$ cat config.mk
export PLATFORM = sky130hd
export DESIGN_NAME = nexys4_word_entry
export DESIGN_NICKNAME = d
export VERILOG_FILES = /design/src/rtl/nexys4_io_pkg.sv /design/src/rtl/nexys4_btn_debounce.sv /design/src/rtl/nexys4_word_entry.sv
export SDC_FILE = /design/constraint.sdc
export NUM_CORES = 1
export LEC_CHECK = 0
export ABC_AREA = 1
export CAP_MARGIN = 0
export CORE_MARGIN = 2
export CORE_UTILIZATION = 40
export CTS_BUF_LIST = sky130_fd_sc_hd__clkbuf_16
export CTS_CLUSTER_SIZE = 14
export DETAILED_ROUTE_END_ITERATION = 10
export GPL_ROUTABILITY_DRIVEN = 0
export PLACE_DENSITY = 0.6
export REMOVE_ABC_BUFFERS = 1
export SETUP_SLACK_MARGIN = 0.2
export SKIP_CTS_REPAIR_TIMING = 1
export SYNTH_ARGS = -nofsm -noshare
export SYNTH_HDL_FRONTEND = slang
export SYNTH_SLANG_ARGS = --single-unit
$ cat constraint.sdc
create_clock -name clk_in -period 5.8 [get_ports clk_in]
set_clock_uncertainty 0.15 [all_clocks]
set_input_delay 1.45 -clock clk_in [delete_from_list [all_inputs] [get_ports clk_in]]
set_output_delay 1.45 -clock clk_in [all_outputs]
set_load 0.05 [all_outputs]
$ cat src/rtl/nexys4_io_pkg.sv
// ---------------------------------------------------------------------------
// nexys4_io_pkg
// Shared constants for the Nexys4 word-entry path: digit count, cursor width,
// the two-state entry FSM encoding and the push-button index map used to
// address the debounced pulse vector.
// ---------------------------------------------------------------------------
package nexys4_io_pkg;

    localparam int NUM_DIGITS = 8;
    localparam int CURSOR_W   = 3;

    typedef logic [CURSOR_W-1:0] cursor_t;

    // Entry FSM encoding, kept as plain constants so older tools can read it
    localparam logic [0:0] ST_EDIT   = 1'b0;
    localparam logic [0:0] ST_COMMIT = 1'b1;

    // Index of each button inside the pulse vector
    localparam int BTN_L    = 0;
    localparam int BTN_R    = 1;
    localparam int BTN_U    = 2;
    localparam int BTN_D    = 3;
    localparam int NUM_BTNS = 4;

endpackage

$ cat src/rtl/nexys4_btn_debounce.sv
// ---------------------------------------------------------------------------
// nexys4_btn_debounce
// Conditions one raw push button: two-flop synchronizer, stability counter
// and a single-cycle pulse on each accepted press (release gives no pulse).
//
// Ports:
//   clk_in   board clock
//   reset    synchronous, active-high reset
//   btn_in   raw, asynchronous button level
//   pulse_o  one-cycle pulse per accepted 0->1 change of the debounced level
// ---------------------------------------------------------------------------
module nexys4_btn_debounce #(
    parameter int DEBOUNCE_CYCLES = 1000000,
    parameter int CNT_W           = 20
) (
    input  logic clk_in,
    input  logic reset,
    input  logic btn_in,
    output logic pulse_o
);

    logic             sync1_q;
    logic             sync2_q;
    logic             stable_q;
    logic             stable_d;
    logic             stablePrev_q;
    logic             pulse_q;
    logic [CNT_W-1:0] cnt_q;
    logic [CNT_W-1:0] cnt_d;

    // The counter only runs while the synced level disagrees with the stable
    // level; any agreement (including a bounce back) restarts the count, so
    // only an unbroken run of DEBOUNCE_CYCLES differing samples flips it.
    always_comb begin
        stable_d = stable_q;
        cnt_d    = '0;
        if (sync2_q != stable_q) begin
            if (cnt_q == CNT_W'(DEBOUNCE_CYCLES - 1)) begin
                stable_d = sync2_q;
            end else begin
                cnt_d = cnt_q + CNT_W'(1);
            end
        end
    end

    // Synchronizer, debounce state and a registered rise detector.  The
    // pulse is taken from the previous stable level so it is a clean flop
    // output one cycle after the stable level rises.
    always_ff @(posedge clk_in) begin
        if (reset) begin
            sync1_q      <= 1'b0;
            sync2_q      <= 1'b0;
            stable_q     <= 1'b0;
            stablePrev_q <= 1'b0;
            pulse_q      <= 1'b0;
            cnt_q        <= '0;
        end else begin
            sync1_q      <= btn_in;
            sync2_q      <= sync1_q;
            stable_q     <= stable_d;
            stablePrev_q <= stable_q;
            pulse_q      <= stable_q & ~stablePrev_q;
            cnt_q        <= cnt_d;
        end
    end

    assign pulse_o = pulse_q;

endmodule

$ cat src/rtl/nexys4_word_entry.sv
// ---------------------------------------------------------------------------
// nexys4_word_entry
// Builds a 32-bit hex word from the board switches and four push buttons and
// hands it to the miner core over a valid/ready handshake.
//
// Ports:
//   clk_in         board clock (100 MHz)
//   reset          synchronous, active-high reset
//   BTNL_in        cursor toward the most significant nibble (wraps 7->0)
//   BTNR_in        cursor toward the least significant nibble (wraps 0->7)
//   BTNU_in        write SW_in into the nibble under the cursor
//   BTND_in        commit the edit buffer to word_out
//   SW_in          hex digit to write
//   edit_word      live edit buffer for the display driver
//   cursor_onehot  one-hot cursor, bit i selects nibble i
//   word_out       committed word
//   word_valid     word_out is being offered
//   word_ready     consumer accepts word_out
// ---------------------------------------------------------------------------
module nexys4_word_entry
    import nexys4_io_pkg::*;
#(
    parameter int DEBOUNCE_CYCLES = 1000000,
    parameter int CNT_W           = 20
) (
    input  logic                    clk_in,
    input  logic                    reset,
    input  logic                    BTNL_in,
    input  logic                    BTNR_in,
    input  logic                    BTNU_in,
    input  logic                    BTND_in,
    input  logic [3:0]              SW_in,
    output logic [4*NUM_DIGITS-1:0] edit_word,
    output logic [NUM_DIGITS-1:0]   cursor_onehot,
    output logic [4*NUM_DIGITS-1:0] word_out,
    output logic                    word_valid,
    input  logic                    word_ready
);

    logic [NUM_BTNS-1:0]     btnRaw;
    logic [NUM_BTNS-1:0]     btnPulse;

    logic [0:0]              state_q,        state_d;
    cursor_t                 cursor_q,       cursor_d;
    logic [NUM_DIGITS-1:0]   cursorOnehot_q, cursorOnehot_d;
    logic [4*NUM_DIGITS-1:0] editWord_q,     editWord_d;
    logic [4*NUM_DIGITS-1:0] wordOut_q,      wordOut_d;
    logic                    wordValid_q,    wordValid_d;

    assign btnRaw[BTN_L] = BTNL_in;
    assign btnRaw[BTN_R] = BTNR_in;
    assign btnRaw[BTN_U] = BTNU_in;
    assign btnRaw[BTN_D] = BTND_in;

    for (genvar i = 0; i < NUM_BTNS; i++) begin : gBtn
        nexys4_btn_debounce #(
            .DEBOUNCE_CYCLES (DEBOUNCE_CYCLES),
            .CNT_W           (CNT_W)
        ) uDebounce (
            .clk_in  (clk_in),
            .reset   (reset),
            .btn_in  (btnRaw[i]),
            .pulse_o (btnPulse[i])
        );
    end

    // One action per cycle.  In EDIT the highest-priority pulse wins and the
    // others are simply lost; in COMMIT every pulse is ignored until the
    // consumer takes the word.
    always_comb begin
        state_d     = state_q;
        cursor_d    = cursor_q;
        editWord_d  = editWord_q;
        wordOut_d   = wordOut_q;
        wordValid_d = wordValid_q;

        if (state_q == ST_EDIT) begin
            if (btnPulse[BTN_D]) begin
                wordOut_d   = editWord_q;
                wordValid_d = 1'b1;
                state_d     = ST_COMMIT;
            end else if (btnPulse[BTN_U]) begin
                editWord_d[{cursor_q, 2'b00} +: 4] = SW_in;
            end else if (btnPulse[BTN_L]) begin
                cursor_d = cursor_q + cursor_t'(1);
            end else if (btnPulse[BTN_R]) begin
                cursor_d = cursor_q - cursor_t'(1);
            end
        end else begin
            if (wordValid_q && word_ready) begin
                wordValid_d = 1'b0;
                state_d     = ST_EDIT;
            end
        end

        cursorOnehot_d = NUM_DIGITS'(1) << cursor_d;
    end

    // The one-hot cursor is kept in its own register so the display sees a
    // flop output rather than a decoder.
    always_ff @(posedge clk_in) begin
        if (reset) begin
            state_q        <= ST_EDIT;
            cursor_q       <= '0;
            cursorOnehot_q <= NUM_DIGITS'(1);
            editWord_q     <= '0;
            wordOut_q      <= '0;
            wordValid_q    <= 1'b0;
        end else begin
            state_q        <= state_d;
            cursor_q       <= cursor_d;
            cursorOnehot_q <= cursorOnehot_d;
            editWord_q     <= editWord_d;
            wordOut_q      <= wordOut_d;
            wordValid_q    <= wordValid_d;
        end
    end

    assign edit_word     = editWord_q;
    assign cursor_onehot = cursorOnehot_q;
    assign word_out      = wordOut_q;
    assign word_valid    = wordValid_q;

endmodule

== Yosys cells after proc, flatten, opt, wreduce, memory -nomap -nowiden ==
Cells that the tools add are included.
Storage, ports and cells
  flip-flop bits (word level): 177
Operators by class
  add/sub/neg operators: 7
  reductions and logical operators: 13
  equality and inequality tests: 9
  muxes and demuxes: 12
  bitwise logic cells: 14
  shift-type cells: 3
Operator list (number)
  $add 20x1->20 const B: 4
  $eq 20x20->1 const B: 4
  $bwmux 32: 1
  $shift 4x7->32 const A: 1
  $shiftx 4x7->32: 1
  $mux 3: 5
  $reduce_and 2->1: 6
  $reduce_or 3->1: 4
  $not 1->1: 10
  $shl 1x3->8 const A: 1
  $neg 5->7: 1
  $mux 1: 6
  $and 1x1->1: 4
  $ne 1x1->1: 4
  $add 3x1->3 const B: 1
  $reduce_and 3->1: 1
  $sub 3x1->3 const B: 1
  $ne 2x1->1 const B: 1
  $reduce_bool 2->1: 1
  $logic_and 1x1->1: 1

== Depth between registers and ports, before layout ==
Gate-level depths: netlist (run 1).
  depth in word-level cells: 7
  gate-level depth with buffers: 12

== Modules after synthesis ==
Synthesis (run 1) repeated with hierarchy kept, for this count alone.
Unflattened totals
  cell total of the unflattened synthesis: 1081
  area total of the unflattened synthesis: 8060.2 um2
By module, submodules not included
  nexys4_btn_debounce: cells each 165, area an instance 1224.9 um2, instances 4
  nexys4_word_entry: cells each 421, area an instance 3160.5 um2, instances 1

== Worst setup path after synthesis (run 1) ==
No wires, ideal clock.
  path kind: input -> register
  start point: in reset
  end point: reg gBtn[1].uDebounce.cnt_q[10]
  data arrival time: 2.129 ns
  library setup time: 0.114 ns
  data required time: 5.536 ns
  path buffers: 2
  stages: 5
  setup slack: 3.407 ns
  cells stage by stage: clkbuf_1 > nor2_1 > nand2_4 > buf_6 > nor2_1
Between the ends
  longest elaborated chain between the ends: 1
RTL lines
  from (decl): line nexys4_word_entry.sv:27  | input logic reset,
  $reduce_or 3->1 (no line)
  to (signal assigned): line nexys4_btn_debounce.sv:63  | cnt_q <= cnt_d;
  to (decl): line nexys4_btn_debounce.sv:28  | logic [CNT_W-1:0] cnt_q;
No other way between the ends.
A chain may end at the register's enable or synchronous reset.

== Worst setup path after layout (run 1) ==
  start point: reg editWord_q[4] (netlist: edit_word[4])
  end point: out edit_word[4]
RTL lines
  from (decl): line nexys4_word_entry.sv:46  | logic [4*NUM_DIGITS-1:0] editWord_q, editWord_d;
  from (signal assigned): line nexys4_word_entry.sv:113  | editWord_q <= editWord_d;
  to (decl): line nexys4_word_entry.sv:33  | output logic [4*NUM_DIGITS-1:0] edit_word,
No word-level cell between the ends.

==> results by group, run 1 <==
Outcome
  – Outcome: finished, final reports clean

Synthesis
  – Share of the synthesized area in the top cell type: 44.6%
  – Mapped Avg Cell Area: 6.93 µm²
  – Dominant synthesized flop cell: dfxtp_1
  – Mapped Cells: 1148
  – EDFF count, synth: 0
  – Synth async-reset ratio: 0%
  – Area leader, netlist: dfxtp_1
  – Number of synthesis warnings: 0
  – #FFs+latches synth: 177
  – Sequential share of the synthesized area: 44.6%
  – Synth cell types: 34
  – Synth top area cells: dfxtp_1 45%, nor2_1 15%, nand2_1 11%, inv_1 5.0%, o21ai_0 3.9%
  – Synth Cell Area: 7950 µm²

Timing
  – Setup TNS: 0 ns
  – Setup violators final: 0
  – Clock period minus worst slack: 3.27 ns
  – Final Cycle Share: 56.4%
  – Worst Tran Pin Value: 1.01 ns
  – RSZ-0062 raised after global routing: no
  – Fin. max-slew vios: 0
  – Fmax: 306 MHz
  – Rel. slew slack: 32.3%
  – Endpoints failing hold: 0

Worst setup path
  – Crit path kind: register to output port
  – Worst reg2reg setup slack: 3.44 ns
  – CP arrival: 1.67 ns
  – Crit path required time: 4.20 ns
  – Worst-case reg-to-reg path depth: 8
  – CP endpoint kind: output port
  – Startpoint types: register
  – Crit path from: edit_word[4]
  – Worst path max stage delay: 0.83 ns
  – Crit path max-delay cell type: clkdlybuf4s50_1
  – Crit path max-delay family: buffers and inverters
  – CP Cell Sequence: clkdlybuf4s50_1
  – CP max FO: 3
  – Reg2reg end: edit_word[19]
  – Worst R2R Start: cursor_q[0]
  – Worst path bufs/invs: 1

Power
  – Power Density: 251 nW/µm²
  – Pwr Total: 2410 µW
  – Leakage: 0.00346 µW
  – VDD IR-drop max: 0.226 mV

Worst hold path
  – Hold depth: 1
  – Hold EP: gBtn[0].uDebounce.pulse_o
  – Hold Crit Class: register to register
  – HP Start: gBtn[0].uDebounce.stablePrev_q

Place
  – DP HPWL: 12700 µm
  – PortBufs: 83
  – Post-Place Cells: 1475

Clock tree
  – CTS sink count: 177
  – Worst-Skew Late Latency: 0.43 ns
  – H-tree depth: 4
  – CTS root buf: clkbuf_16
  – Clock transition at path regs: 0.07 ns
  – Inserted Clock Buffers: 17
  – CTS tree: built
  – Clk buf depth: 2

Detailed routing
  – Antenna-violating nets left: 0
  – Via count: 6974
  – Avg WL per Cell: 11.6 µm
  – Drt pass-1 iters: 5
  – Final wirelength: 17500 µm
  – Vias/cell: 4.63
  – DRT iter0 DRCs: 503
  – DRC viols: 0

Global routing
  – Initial antenna violation count: 0
  – Total track usage: 17.2%
  – First-pass GRT wire length: 30400 µm
  – Vias in the first global route: 6391
  – Pin count of the biggest net entering global routing: 48
  – Overflow left after global routing: 0

Die
  – Row count: 51
  – Die area: 21000 µm²
  – Core ar.: 19500 µm²
  – Die span in x: 145 µm
  – Number of I/O pins: 84
  – Height of the die: 145 µm
  – Initial Utilization: 40.8%

Cells and area
  – Finished Core Util: 49.2%
  – Fin cells: 1505
  – Fillers: 1946
  – Layout net count: 1252
  – N_diodes: 0
  – Layout cells sized above 1: 5.73%
  – Leading cell type in the layout, fill and taps excluded: nor2_1
  – Layout area overhead: 20.5%
  – Most frequent cells in the layout: 309 x nor2_1, 241 x nand2_1, 177 x dfxtp_1

Job
  – # Max-Cap Violations: 0
[cells by family (layout without fill, tap and decap cells)]
family | Yosys count | after routing | share of synthesized area, %
XOR/XNOR | 26 | 26 | 2.86
adder cells (fa/ha/maj) | 12 | 12 | 1.89
flip-flops | 177 | 177 | 44.6
buffers and inverters | 137 | 229 | 7.13
AO/OA/AOI/OAI | 119 | 119 | 7.52
AND/OR/NAND/NOR | 677 | 677 | 36.0
[final cells by class]
class | count | area, µm² | area share, %
multi-input cells | 834 | 3840 | 40.1
flip-flops and latches | 177 | 3540 | 37.0
clock buffers | 17 | 425 | 4.44
well taps | 265 | 332 | 3.46
clock inverters | 13 | 161 | 1.68
inverters | 113 | 428 | 4.47
repair buffers | 86 | 853 | 8.90
[through the flow]
stage / hold WS, ns / worst slack, ns / instance area (µm²)
3_5_place_dp: 0.228 / 2.12 / 9000
6_report: 0.238 / 2.53 / 9580
2_1_floorplan: 0.223 / 2.44 / 7810
5_1_grt: 0.249 / 2.37 / 9580
3_3_place_gp: 0.228 / 2.11 / 9000
4_1_cts: 0.235 / 2.53 / 9580
[flip-flops by register name, summed over array words and instances (netlist names)]
signal / count
cursor_onehot: 8
cursor_q: 3
edit_word: 32
gBtn.uDebounce.cnt_q: 80
gBtn.uDebounce.pulse_o: 4
gBtn.uDebounce.stablePrev_q: 4
gBtn.uDebounce.stable_q: 4
gBtn.uDebounce.sync1_q: 4
gBtn.uDebounce.sync2_q: 4
state_q: 1
word_out: 32
word_valid: 1
[cell usage after synthesis (5+ instances only)]
master and instances:
or2_0 7, nand4_1 15, a21oi_1 53, xnor2_1 11, nor2_2 8, xor2_1 15
nand3b_1 5, clkbuf_1 10, buf_6 5, ha_1 12, dfxtp_1 177, inv_1 106
inv_2 5, nor3_1 14, o21ai_0 62, nor2_1 309, nand3_1 56, nand2_1 241
[where the power goes]
group	total [µW]	leakage, µW	internal, µW	switching (µW)
Sequential	1220	0.00143	1220	1.91
Combinational	35.8	0.00175	12.6	23.1
Clock	1150	0.000290	675	475
[how the worst max path moves through the flow]
stage	cells past startpoint	to	slack, ns
5_1_grt	7	gBtn[3].uDebounce.cnt_q[18]	2.37
3_3_place_gp	7	gBtn[3].uDebounce.cnt_q[16]	2.11
2_1_floorplan	5	gBtn[3].uDebounce.cnt_q[11]	2.44
4_1_cts	1	edit_word[4]	2.53
6_report	1	edit_word[4]	2.53
3_5_place_dp	7	gBtn[3].uDebounce.cnt_q[17]	2.12
[routing by layer]
layer	routed length [µm]	track usage (%)	up-vias
met5	0	0	-
met4	173	4.65	0
met3	655	3.77	14
met2	7590	26.8	122
met1	9050	24.1	3083
li1	-	-	3755
No activity file was read; power rests on OpenSTA's default activity.
==> inputs of run 2 (changes only) <==
==> constraint.sdc (replaced) <==
create_clock -name clk_in -period 3.1 [get_ports clk_in]
set_clock_uncertainty 0.15 [all_clocks]
set_input_delay 0.775 -clock clk_in [delete_from_list [all_inputs] [get_ports clk_in]]
set_output_delay 0.775 -clock clk_in [all_outputs]
set_load 0.05 [all_outputs]
==> run 2 against run 1 <==
Net effect: worst setup slack worse by 2.0 ns; count of clock-buffer cells in the layout stayed put; combinational power is 91% higher; final cell count is 0.13% higher; utilization hardly changed; largest cell class unchanged; clock power is 86% higher; non-clock buffer count is 1 higher.
==> results by group, run 2 (synthesized netlist as in run 1, its figures left out) <==
Job
  – # Max-Cap Violations: 0

Cells and area
  – N_diodes: 0
  – Leading cell type in the layout, fill and taps excluded: nor2_1
  – Area of the multi-input gates: 3840 µm²
  – Layout cells sized above 1: 5.80%
  – Layout area overhead: 20.6%
  – Max reg flops: 80
  – Most flops, register: gBtn.uDebounce.cnt_q
  – Fillers: 2008
  – Finished Core Util: 49.3%
  – Most frequent cells in the layout: 309 x nor2_1, 241 x nand2_1, 177 x dfxtp_1
  – Layout net count: 1253
  – Reg area: 3540 µm²
  – Fin area: 9590 µm²

Worst setup path
  – CP arrival: 1.68 ns
  – Crit path from: edit_word[13]
  – CP max FO: 3
  – Startpoint types: register
  – Worst path max stage delay: 0.84 ns
  – Crit path max-delay cell type: clkdlybuf4s50_1
  – Worst reg2reg setup slack: 0.75 ns
  – CP endpoint kind: output port
  – Crit path kind: register to output port
  – CP Cell Sequence: clkdlybuf4s50_1
  – Worst R2R Start: cursor_q[0]
  – Worst-case reg-to-reg path depth: 8
  – Crit path max-delay family: buffers and inverters
  – Crit path required time: 2.17 ns
  – Stages on worst setup path: 1
  – Worst path bufs/invs: 1

Clock tree
  – CTS sink count: 177
  – CTS tree: built
  – CTS root buf: clkbuf_16
  – Inserted Clock Buffers: 17
  – Clk buf depth: 2
  – H-tree depth: 4
  – Clock transition at path regs: 0.07 ns
  – Worst-Skew Late Latency: 0.43 ns

Die
  – Row count: 51
  – Initial Utilization: 40.8%
  – Die span in x: 145 µm
  – Number of I/O pins: 84
  – Height of the die: 145 µm
  – Die area: 21000 µm²
  – Core ar.: 19500 µm²

Detailed routing
  – Drt pass-1 iters: 5
  – Via count: 7017
  – DRC viols: 0
  – Final wirelength: 17900 µm
  – DRT iter0 DRCs: 453
  – Antenna-violating nets left: 0
  – Avg WL per Cell: 11.9 µm
  – Vias/cell: 4.66

Global routing
  – Total track usage: 17.3%
  – Vias in the first global route: 6435
  – First-pass GRT wire length: 30500 µm
  – Pin count of the biggest net entering global routing: 48
  – Overflow left after global routing: 0
  – Initial antenna violation count: 0

Timing
  – Setup violators final: 0
  – Fin. max-slew vios: 0
  – RSZ-0062 raised after global routing: no
  – Setup TNS: 0 ns
  – Clock period minus worst slack: 2.60 ns
  – Fmax: 384 MHz
  – Endpoints failing hold: 0
  – Worst Tran Pin Value: 0.957 ns
  – Setup ws final: 0.498 ns
  – Final Cycle Share: 83.9%
  – Rel. slew slack: 36.1%

Power
  – Leakage: 0.00345 µW
  – VDD IR-drop max: 0.414 mV
  – Pwr Total: 4490 µW
  – Power Density: 469 nW/µm²

Place
  – DP HPWL: 13000 µm
  – Worst slack at placement: 0.517 ns
  – PortBufs: 83
  – Placed Area: 9000 µm²

Outcome
  – Outcome: finished, final reports clean

Worst hold path
  – HP Start: gBtn[0].uDebounce.stablePrev_q
  – Hold Crit Class: register to register
  – Hold depth: 1
[run 2: power breakdown]
group	total (µW)	internal [µW]	switching, µW	leakage, µW
Clock	2140	1200	947	0.000276
Sequential	2280	2280	3.52	0.00143
Combinational	68.5	24.5	44.1	0.00175
[run 2: per-layer routing]
layer / part of all wire, % / GRT usage, % / vias up / routed length [µm]
li1: - / - / 3760 / -
met1: 51 / 23.7 / 3124 / 9170
met2: 44 / 27.4 / 114 / 7860
met3: 3.6 / 3.30 / 19 / 639
met4: 1.4 / 5.64 / 0 / 252
met5: 0 / 0 / - / 0
[run 2: final timing paths]
path                                                  end
worst max-delay path                        edit_word[13]
worst min-delay path            gBtn[0].uDebounce.pulse_o
worst min register to register  gBtn[0].uDebounce.pulse_o
worst max register to register              edit_word[19]
[run 2: stage by stage]
step | cells | hold WS [ns]
floorplan | 1124 | 0.223
global placement | 1476 | 0.227
detailed placement | 1476 | 0.229
CTS | 1507 | 0.238
global route | 1507 | 0.254
finish | 1507 | 0.236
[run 2: layout make-up]
| type | count | share of cell area (%) |
|---|---|---|
| well taps | 265 | 3.46 |
| clock inverters | 14 | 1.64 |
| repair buffers | 87 | 8.98 |
| multi-input cells | 834 | 40.1 |
| inverters | 113 | 4.46 |
| flip-flops and latches | 177 | 37.0 |
| clock buffers | 17 | 4.44 |
